**src/rtl/issue_sel.sv**
```systemverilog
// Dual-issue selector: picks 0/1/2 in-order instructions per cycle, registers them
// for execute, and tracks pending load destinations in a scoreboard.
module issue_sel #(
   parameter int INST_W = 32
) (
   input  logic              clk,
   input  logic              reset,
   input  logic              s0_valid,
   input  logic [INST_W-1:0] s0_inst,
   input  logic [19:0]       s0_dec,
   input  logic              s1_valid,
   input  logic [INST_W-1:0] s1_inst,
   input  logic [19:0]       s1_dec,
   input  logic              ex_ready,
   input  logic              flush,
   input  logic              wb_valid,
   input  logic [4:0]        wb_rd,
   output logic [1:0]        buf_pop,
   output logic              iss0_valid,
   output logic [INST_W-1:0] iss0_inst,
   output logic              iss1_valid,
   output logic [INST_W-1:0] iss1_inst,
   output logic [15:0]       stall_cnt,
   output logic [1:0]        dbg_state,
   output logic [31:0]       dbg_sb
);

   typedef enum logic [1:0] {IDLE = 2'd0, RUN = 2'd1, FLUSH = 2'd2} state_t;

   state_t      state, state_nxt;
   logic [31:0] sb, sb_set, sb_clr, sb_nxt;
   logic        adv, go0, go1, run;
   logic        mem0, mem1, raw, waw;

   // dec fields: [19:18] cls, [17] wen, [16] use_rs2, [15] use_rs1,
   // [14:10] rs2, [9:5] rs1, [4:0] rd
   function automatic logic hit(input logic [19:0] d, input logic [31:0] s);
      return (d[15] & s[d[9:5]]) | (d[16] & s[d[14:10]]) | (d[17] & s[d[4:0]]);
   endfunction

   // Handshake: the issue register is the valid side (iss0_valid/iss1_valid),
   // ex_ready is the ready side; contents transfer on a cycle where both are 1
   // and are held unchanged while valid is 1 and ready is 0.
   assign run  = (state == RUN);
   assign adv  = ex_ready | ~iss0_valid;
   assign mem0 = (s0_dec[19:18] == 2'b01) | (s0_dec[19:18] == 2'b10);
   assign mem1 = (s1_dec[19:18] == 2'b01) | (s1_dec[19:18] == 2'b10);
   assign raw  = s0_dec[17] & (s0_dec[4:0] != 5'd0) &
                 ((s1_dec[15] & (s1_dec[9:5] == s0_dec[4:0])) |
                  (s1_dec[16] & (s1_dec[14:10] == s0_dec[4:0])));
   assign waw  = s0_dec[17] & s1_dec[17] & (s0_dec[4:0] != 5'd0) &
                 (s0_dec[4:0] == s1_dec[4:0]);

   assign go0 = run & ~flush & adv & s0_valid & ~hit(s0_dec, sb);
   assign go1 = go0 & s1_valid & ~hit(s1_dec, sb) & (s0_dec[19:18] != 2'b11) &
                ~(mem0 & mem1) & ~raw & ~waw;

   assign buf_pop   = {1'b0, go0} + {1'b0, go1};
   assign dbg_state = state;
   assign dbg_sb    = sb;

   always_comb begin
      state_nxt = state;
      case (state)
         IDLE:    state_nxt = RUN;
         RUN:     if (flush) state_nxt = FLUSH;
         FLUSH:   state_nxt = flush ? FLUSH : RUN;
         default: state_nxt = IDLE;
      endcase
   end

   // A load issuing in the same cycle as a writeback to the same register keeps it pending.
   always_comb begin
      sb_set = '0;
      sb_clr = '0;
      if (wb_valid) sb_clr[wb_rd] = 1'b1;
      if (go0 && s0_dec[19:18] == 2'b01 && s0_dec[17] && s0_dec[4:0] != 5'd0)
         sb_set[s0_dec[4:0]] = 1'b1;
      if (go1 && s1_dec[19:18] == 2'b01 && s1_dec[17] && s1_dec[4:0] != 5'd0)
         sb_set[s1_dec[4:0]] = 1'b1;
      sb_nxt = ((sb & ~sb_clr) | sb_set) & ~32'd1;
   end

   always_ff @(posedge clk or negedge reset) begin
      if (!reset) begin
         state      <= IDLE;
         sb         <= '0;
         iss0_valid <= 1'b0;
         iss1_valid <= 1'b0;
         iss0_inst  <= '0;
         iss1_inst  <= '0;
         stall_cnt  <= '0;
      end else begin
         state <= state_nxt;
         sb    <= sb_nxt;
         if (flush) begin
            iss0_valid <= 1'b0;
            iss1_valid <= 1'b0;
         end else if (adv) begin
            iss0_valid <= go0;
            iss1_valid <= go1;
            iss0_inst  <= s0_inst;
            iss1_inst  <= s1_inst;
         end
         if (run && s0_valid && !go0 && stall_cnt != 16'hFFFF)
            stall_cnt <= stall_cnt + 16'd1;
      end
   end

endmodule
```
**config.mk**
```make
export PLATFORM = sky130hd
export DESIGN_NAME = issue_sel
export DESIGN_NICKNAME = d
export VERILOG_FILES = /design/src/rtl/issue_sel.sv
export SDC_FILE = /design/constraint.sdc
export NUM_CORES = 1
export LEC_CHECK = 0
export CAP_MARGIN = 20
export CORE_MARGIN = 4
export CORE_UTILIZATION = 43
export CTS_CLUSTER_DIAMETER = 120
export DETAILED_ROUTE_END_ITERATION = 8
export GPL_TIMING_DRIVEN = 0
export PLACE_DENSITY = 0.84
export SKIP_CTS_REPAIR_TIMING = 1
export SLEW_MARGIN = 40
export SYNTH_ARGS = -nofsm -noshare
export SYNTH_HDL_FRONTEND = slang
export SYNTH_SLANG_ARGS = --single-unit
```
**constraint.sdc**
```tcl
create_clock -name clk -period 2.9 [get_ports clk]
set_clock_uncertainty 0.05 [all_clocks]
set_input_delay 0.435 -clock clk [delete_from_list [all_inputs] [get_ports clk]]
set_output_delay 0.435 -clock clk [all_outputs]
set_load 0.005 [all_outputs]
```
== Word level (Yosys, flattened, before mapping) ==
Index checks and enable logic that the tools add are counted.
Word-level totals
  flip-flop bits (word level): 115
  input port bits: 116
  output and inout bits: 118
  logic and storage cells: 120
Operators by class
  $add $sub $neg: 2
  $lt $le $gt $ge: 10
  equality and inequality tests: 12
  mux-type cells: 28
  bitwise gates (word level): 43
  reduce and logical (&&, ||, !) cells: 18
Operator list (count)
  $mux 32: 3
  $or 32x32->32: 2
  $lt 5x6->1 const B: 7
  $and 32x32->32: 1
  $not 32->32: 1
  $bmux 1 s5: 6
  $and 1x1->1: 24
  $add 16x1->16 const B: 1
  $ne 16x16->1 const B: 1
  $demux 1 s5: 3
  $eq 5x5->1: 3
  $ge 5x1->1 const B: 3
  $mux 1: 13
  $logic_and 1x1->1: 12
  $reduce_bool 5->1: 2
  $or 1x1->1: 8
  $not 1->1: 7
  $eq 2x1->1 const B: 3
  $eq 2x2->1 const B: 3
  $pmux 2 s3: 1
  $mux 2: 2
  $ne 2x2->1 const B: 2
  $add 1x1->2: 1
  $logic_not 2->1: 1
  other kinds (3): 3

== Depth between registers and ports, before layout ==
Gate-level depths: netlist of run 1.
  depth after elaboration: 18
  mapped depth: 11
  mapped depth without buffers: 8

== Worst setup path after synthesis of run 1 ==
No wires, ideal clock.
  path kind: input -> output
  from: in s1_dec[6]
  to: out buf_pop[0]
  arrival time: 2.534 ns
  data required time: 2.415 ns
  slack: -0.119 ns
  stages: 10
  buffers on the path: 2
  path through: buf_2 buf_1 mux4_2 nor2_1 nor3_1 or4_1 a22oi_2 nand3_4 inv_2 ha_1
On the way
  word-level cells in the longest chain between the ends: 12
  elaborated cells between the ends (all ways): 17
  classes of those cells: add/sub (1); eq/ne (1); mux (2); bitwise (13)
RTL lines
  start, declared: RTL line 13  | input logic [19:0] s1_dec,
  $bmux 1 s5: RTL line 38  | return (d[15] & s[d[9:5]]) | (d[16] & s[d[14:10]]) | (d[17] & s[d[4:0]]);
  $mux 1 (implied by the code): RTL line 38
  $and 1x1->1: RTL line 38
  $or 1x1->1 (2 in series): RTL line 38
  $not 1->1: RTL line 55  | assign go1 = go0 & s1_valid & ~hit(s1_dec, sb) & (s0_dec[19:18] != 2'b11) &
  $and 1x1->1 (3 in series): RTL line 55
  $and 1x1->1 (*) (2 in series): RTL line 56  | ~(mem0 & mem1) & ~raw & ~waw;
  $add 1x1->2 (*): RTL line 58  | assign buf_pop = {1'b0, go0} + {1'b0, go1};
  end, declared: RTL line 18  | output logic [1:0] buf_pop,
Mark *: on every way between the ends. The rest lies on a longest branch, timed or not. The select of a mux whose other input is x is not followed.

== Final worst setup path of run 1 ==
  from: reg sb[5], in the netlist dbg_sb[5]
  to: out buf_pop[0]
On the way
  word-level cells in the longest chain between the ends: 14
  elaborated cells between the ends (all ways): 32
  classes of those cells: add/sub (1); mux (12); bitwise (19)
RTL lines
  start, declared: RTL line 31  | logic [31:0] sb, sb_set, sb_clr, sb_nxt;
  start signal, assigned: RTL line 95  | sb <= sb_nxt;
  $bmux 1 s5: RTL line 38
  $mux 1 (implied by the code): RTL line 38
  $and 1x1->1: RTL line 38
  $or 1x1->1 (2 in series): RTL line 38
  $not 1->1: RTL line 54  | assign go0 = run & ~flush & adv & s0_valid & ~hit(s0_dec, sb);
  $and 1x1->1: RTL line 54
  $and 1x1->1 (4 in series): RTL line 55
  $and 1x1->1 (2 in series): RTL line 56
  $add 1x1->2 (*): RTL line 58
Marked as above.

==> run_results.csv, run 1 <==
group,metric,value,unit
outcome,status,"finished, violations left",
outcome,violations,"setup timing",
synthesis,netlist_area,7490,µm²
layout,diodes,0,
layout,area_delta_synth_final,45.0,%
pwr,cellPowerDensity,508,nW/µm²
cts,clockBufferDepth,2,
die,io_pins,234,
sta,hold_viol_final,0,
sta,fmax,0.286,GHz
route,via_per_inst,6.17,
synthesis,yosys-top-cells-area,"dfrtp_1 (38%), mux2_2 (12%), mux4_2 (6.3%), mux2i_1 (3.3%), nand3_1 (2.3%)",
die,core.rowCount,47,
cts,clk_pin_slew_worst_paths,0.06,ns
placement,gp_congestion,1.00,
synthesis,synthArstFlopShare,1.00,
layout,multiInputGateArea,4420,µm²
job,cap_viol_max_count,0,
synthesis,ys_ff_latch,115,
global_routing,globalRouteTotalUtil,0.287,
synthesis,syn_inst,717,
cts,cts_buffers,17,
pwr,leakage,4.23,nW
global_routing,grt_max_degree,70,
route,ant_nets,0,
synthesis,post-synth-top-count-cell,"dfrtp_1",
route,firstDrtPassIters,5,
sta,fin_crit,3.49,ns
die,die_h,140,µm
route,drt-wirelength-per-cell,24.1,µm
pwr,peakVddDrop,0.000474,V
worst_setup_path,reg2reg_depth,9,
synthesis,yosysWarnings,0,
layout,final_util,0.646,
layout,finalNetCount,1096,
synthesis,syn_area_per_cell,10.4,µm²
worst_setup_path,arrival,3.01,ns
global_routing,grt_pass1_vias,7466,
sta,setup_viol,2,
placement,dp_hpwl,20.7,mm
die,dieArea,19600,µm²
worst_setup_path,endpoint_kind,"primary output",
synthesis,yosysTopAreaCell,"dfrtp_1",
layout,drive_gt1_frac,0.239,
global_routing,gr-total-overflow,0,
sta,worstMarginPinSlew,0.725,ns
min_path,hold_path_class,"primary input to asynchronous set/reset pin",
layout,fill_cells,1314,
route,drt_iter0_markers,741,
global_routing,grt_pass1_wl,43.6,mm
worst_setup_path,worstPathRequired,2.41,ns
layout,ff_latch_area,2900,µm²
cts,cts_tree,"yes",
route,wl,29.1,mm
worst_setup_path,worstSetupStartpointType,"register",
die,core_area,16800,µm²
worst_setup_path,cp_max_fo,8,
route,vias,7457,
synthesis,synth-seq-area-share,0.384,
die,die_x,140,µm
sta,post-route-period-util,1.20,
sta,relSlewSlack,0.513,
route,drcViolationCount,0,
die,start_util,0.445,
synthesis,yosysUniqueCellTypes,68,
placement,port_buffers,215,
cts,cts.sinks,115,
synthesis,synth_edf_count,0,
synthesis,yosysTopAreaCellShare,0.384,
worst_setup_path,worstSetupPathType,"register to primary output",
cts,h-tree-depth,4,
synthesis,ys_top_cells_by_count,"dfrtp_1 (115), mux2_2 (79), nand3_1 (35)",
sta,setup-tns-final,-1.10,ns
sta,worst_slack,-0.594,ns
cts,clock_latency,0.42,ns
sta,rsz0062_at_grt,"yes",
global_routing,antenna_found_initial,0,
sta,maxSlewViolCount,0,
cts,cts-root-buf,"clkbuf_16",
synthesis,synth_nets,838,
synthesis,ys.flop_type,"dfrtp_1",
-- registers in the layout, summed over array words and instances (netlist names) --
register	count
iss0_inst	32
iss1_inst	32
dbg_sb	31
stall_cnt	16
dbg_state	2
iss0_valid	1
iss1_valid	1
-- layout make-up --
class,count,share of cell area
plain buffers,53,0.0256
clock buffers,19,0.0408
clock inverters,13,0.0115
inverters,13,0.00496
multi-input cells,536,0.407
flip-flops and latches,115,0.267
well taps,220,0.0254
repair buffers,239,0.218
-- cell usage in the layout, fill, tap and decap left out, types with 6 or more instances in the layout --
| cell type | instances |
|---|---|
| a211oi_1 | 10 |
| a21oi_1 | 20 |
| a221oi_1 | 7 |
| a41o_1 | 6 |
| buf_2 | 16 |
| buf_4 | 29 |
| buf_6 | 6 |
| clkbuf_1 | 22 |
| clkbuf_16 | 17 |
| clkdlybuf4s50_1 | 212 |
| dfrtp_1 | 97 |
| dfrtp_2 | 18 |
| inv_1 | 12 |
| mux2_2 | 79 |
| mux2i_1 | 25 |
| mux4_2 | 21 |
| nand2_1 | 33 |
| nand2b_1 | 10 |
| nand3_1 | 35 |
| nand3b_1 | 15 |
| nand4_1 | 8 |
| nor2_1 | 25 |
| nor2b_1 | 23 |
| nor3_1 | 19 |
| nor4_1 | 12 |
| o21a_1 | 21 |
| o21ai_0 | 25 |
| o22ai_1 | 6 |
| o31ai_1 | 6 |
| o41ai_1 | 6 |
| or3_1 | 6 |
| xnor2_1 | 18 |
| xor2_1 | 12 |
-- path summary, 6_finish.rpt --
path,startpoint,endpoint,slack [ns]
min reg2reg,iss1_inst[5],iss1_inst[5],0.46
max reg2reg,dbg_sb[5],dbg_sb[17],0.01
min in group clk,iss1_inst[5],iss1_inst[5],0.46
min,reset,iss0_inst[7],0.45
max in group asynchronous,reset,stall_cnt[12],1.66
max,dbg_sb[5],buf_pop[0],-0.59
-- worst max-delay path, cell delays in order (launching register included) --
cell      delay (ns)
dfrtp_1         0.54
mux4_2          0.51
nor2_1          0.10
nor4_1          0.05
or4_1           0.55
a22oi_2         0.27
nand3_4         0.16
clkinv_4        0.10
ha_4            0.19
buf_6           0.11
-- through the flow --
stage | total power (W) | area (µm²) | instances | worst slack (ns) | hold slack (ns)
after CTS | 0.00550 | 10500 | 1185 | -1.35 | -0.135
after global placement | 0.00340 | 9920 | 1152 | -3.22 | 0.436
final | 0.00552 | 10900 | 1208 | -0.594 | 0.452
after detailed placement | 0.00344 | 9960 | 1153 | -1.34 | 0.319
after global routing | 0.00575 | 10900 | 1208 | -0.655 | 0.462
after floorplan | 0.00259 | 7500 | 717 | 0.0000442 | 0.0894
-- metal layers --
layer,vias to the layer above,routed length [µm],track usage
met4,0,1070,0.113
met2,518,13800,0.471
met3,94,3770,0.117
met5,-,0,0
met1,3613,10500,0.335
li1,3232,-,-
-- report_power, final --
part / internal (W) / total [W] / switching, W
clock: 0.00121 / 0.00204 / 0.000828
sequential: 0.00181 / 0.00201 / 0.000193
combinational: 0.000844 / 0.00147 / 0.000628
total: 0.00387 / 0.00552 / 0.00165
-- cells by family after synthesis --
logic type,synth area share
AO/OA/AOI/OAI,0.142
XOR/XNOR,0.0351
adder cells (fa/ha/maj),0.00836
buffers and inverters,0.0421
flip-flops,0.384
multiplexers,0.217
other,0.000501
AND/OR/NAND/NOR,0.170
(Power assumes the default switching activity.)
==> inputs of run 2 (changes only) <==
Settings changed: CORE_MARGIN 4 to unset.
==> run 2 against run 1 <==
  * The run still ends with setup timing left
  * Non-clock buffer count is the same
  * Power is 2.8% higher
  * Critical path depth grew 1
  * Combinational power is essentially flat
  * Sequential share of layout area fell by 0.43 points
  * Critical endpoint unchanged
  * Largest power group unchanged
==> run_results.csv, run 2 (same netlist as run 1, synthesis figures left out) <==
group,metric,value,unit
worst_setup_path,worstPathRequired,2.41,ns
sta,fmax,0.284,GHz
cts,cts_tree,"yes",
route,firstDrtPassIters,8,
worst_setup_path,reg2reg_depth,10,
route,drt-wirelength-per-cell,24.1,µm
sta,maxSlewViolCount,0,
cts,h-tree-depth,4,
min_path,hold_depth,1,
worst_setup_path,critical-path-max-stage-delay,0.52,ns
worst_setup_path,worstSetupPathType,"primary input to primary output",
layout,diodes,0,
cts,clk_pin_slew_worst_paths,0.05,ns
worst_setup_path,arrival,3.04,ns
layout,final_cell_mix,"clkdlybuf4s50_1 (211), dfrtp_1 (101), mux2_2 (79), nand3_1 (35), nand2_1 (33)",
job,cap_viol_max_count,0,
worst_setup_path,cp_max_fo,9,
cts,clockBufferDepth,2,
worst_setup_path,r2r_start,"dbg_sb[23]",
global_routing,antenna_found_initial,1,
sta,worst_slack,-0.621,ns
layout,area_delta_synth_final,47.2,%
worst_setup_path,critPathBufInv,4,
die,core.rowCount,47,
route,wl,29.1,mm
global_routing,grt_pass1_vias,7359,
sta,setup-tns-final,-2.46,ns
worst_setup_path,slowest_stage,"clkdlybuf4s50_1",
die,core_area,16800,µm²
worst_setup_path,path_cells,"clkdlybuf4s50_1 -> buf_6 -> mux4_2 -> o211ai_1 -> a31oi_4 -> a211oi_4 -> nand3_4 -> inv_8 -> ha_4 -> clkbuf_2",
pwr,leakage,4.34,nW
global_routing,grt_max_degree,66,
layout,drive_gt1_frac,0.243,
layout,fill_cells,1248,
worst_setup_path,r2r-end,"dbg_sb[13]",
outcome,status,"finished, violations left",
sta,fin_crit,3.52,ns
cts,cts_buffers,17,
pwr,peakVddDrop,0.000468,V
sta,post-route-period-util,1.21,
placement,placed_area,9960,µm²
route,drt_iter0_markers,666,
sta,relSlewSlack,0.465,
global_routing,globalRouteTotalUtil,0.314,
layout,finalNetCount,1096,
die,die_h,134,µm
route,drcViolationCount,0,
route,ant_nets,0,
route,via_per_inst,6.20,
pwr,cellPowerDensity,515,nW/µm²
placement,port_buffers,215,
worst_setup_path,endpoint_kind,"primary output",
die,io_pins,234,
global_routing,grt_pass1_wl,42.3,mm
outcome,violations,"setup timing",
sta,setup_viol,17,
min_path,hold_path_class,"register to register",
worst_setup_path,critPathTopFamily,"buffers and inverters",
cts,cts.sinks,115,
layout,design_area,11000,µm²
die,die_x,134,µm
placement,dp_hpwl,20.3,mm
layout,final_common_cell,"clkdlybuf4s50_1",
worst_setup_path,worstSetupStartpointType,"primary input",
placement,pre_cts_ws,-1.43,ns
sta,worstMarginPinSlew,0.802,ns
cts,clock_latency,0.42,ns
sta,hold_viol_final,0,
min_path,worstHoldEndpoint,"iss1_inst[28]",
die,dieArea,17900,µm²
min_path,min_from,"iss1_inst[28]",
sta,rsz0062_at_grt,"yes",
sta,hold_ws,0.460,ns
global_routing,gr-total-overflow,0,
cts,cts-root-buf,"clkbuf_16",
worst_setup_path,r2r_setup_slack,-0.15,ns
worst_setup_path,critPathLaunch,"s0_dec[6]",
die,start_util,0.445,
route,vias,7495,
placement,gp_congestion,0.985,
==> run 2: worst reg2reg max path, stage by stage (launching register included) <==
cell	delay, ns
dfrtp_2	0.49
mux4_2	0.52
nor2_2	0.14
nor3_2	0.05
or4_1	0.52
a22oi_2	0.30
nand3_4	0.17
buf_4	0.18
buf_4	0.16
buf_8	0.16
o31ai_2	0.22
==> run 2: final cells by class <==
type,count,area (µm²),area share
multi-input combinational,536,4490,0.408
sequential,115,2900,0.263
timing repair buffer,240,2400,0.218
clock buffer,20,457,0.0415
buffer,52,280,0.0254
tap,220,275,0.0250
clock inverter,12,155,0.0141
inverter,13,56.3,0.00511
==> run 2: stage by stage <==
step | util | cells | power, W
floorplan | - | 717 | 0.00259
global placement | 0.590 | 1152 | 0.00338
detailed placement | 0.592 | 1153 | 0.00343
CTS | 0.628 | 1185 | 0.00561
global route | 0.655 | 1208 | 0.00587
finish | 0.655 | 1208 | 0.00567
==> run 2: worst max path at each step <==
| stage | slack (ns) | end | cells past startpoint |
|---|---|---|---|
| after floorplan | 0.00004 | buf_pop[0] | 9 |
| after global placement | -3.21 | stall_cnt[8] | 1 |
| after detailed placement | -1.43 | buf_pop[0] | 11 |
| after CTS | -1.48 | buf_pop[0] | 9 |
| after global routing | -0.68 | buf_pop[0] | 11 |
| final | -0.62 | buf_pop[0] | 10 |
==> run 2: layer usage <==
layer	vias to the layer above	part of all wire	global-route usage
li1	3221	-	-
met1	3641	0.36	0.356
met2	528	0.49	0.537
met3	103	0.11	0.110
met4	2	0.039	0.129
met5	-	0.00045	0
==> run 2: power by group <==
part	leakage, nW	internal, W	switching (W)
logic	2.62	0.000849	0.000628
registers	1.42	0.00181	0.000190
clock network	0.296	0.00140	0.000796
total	4.34	0.00406	0.00161
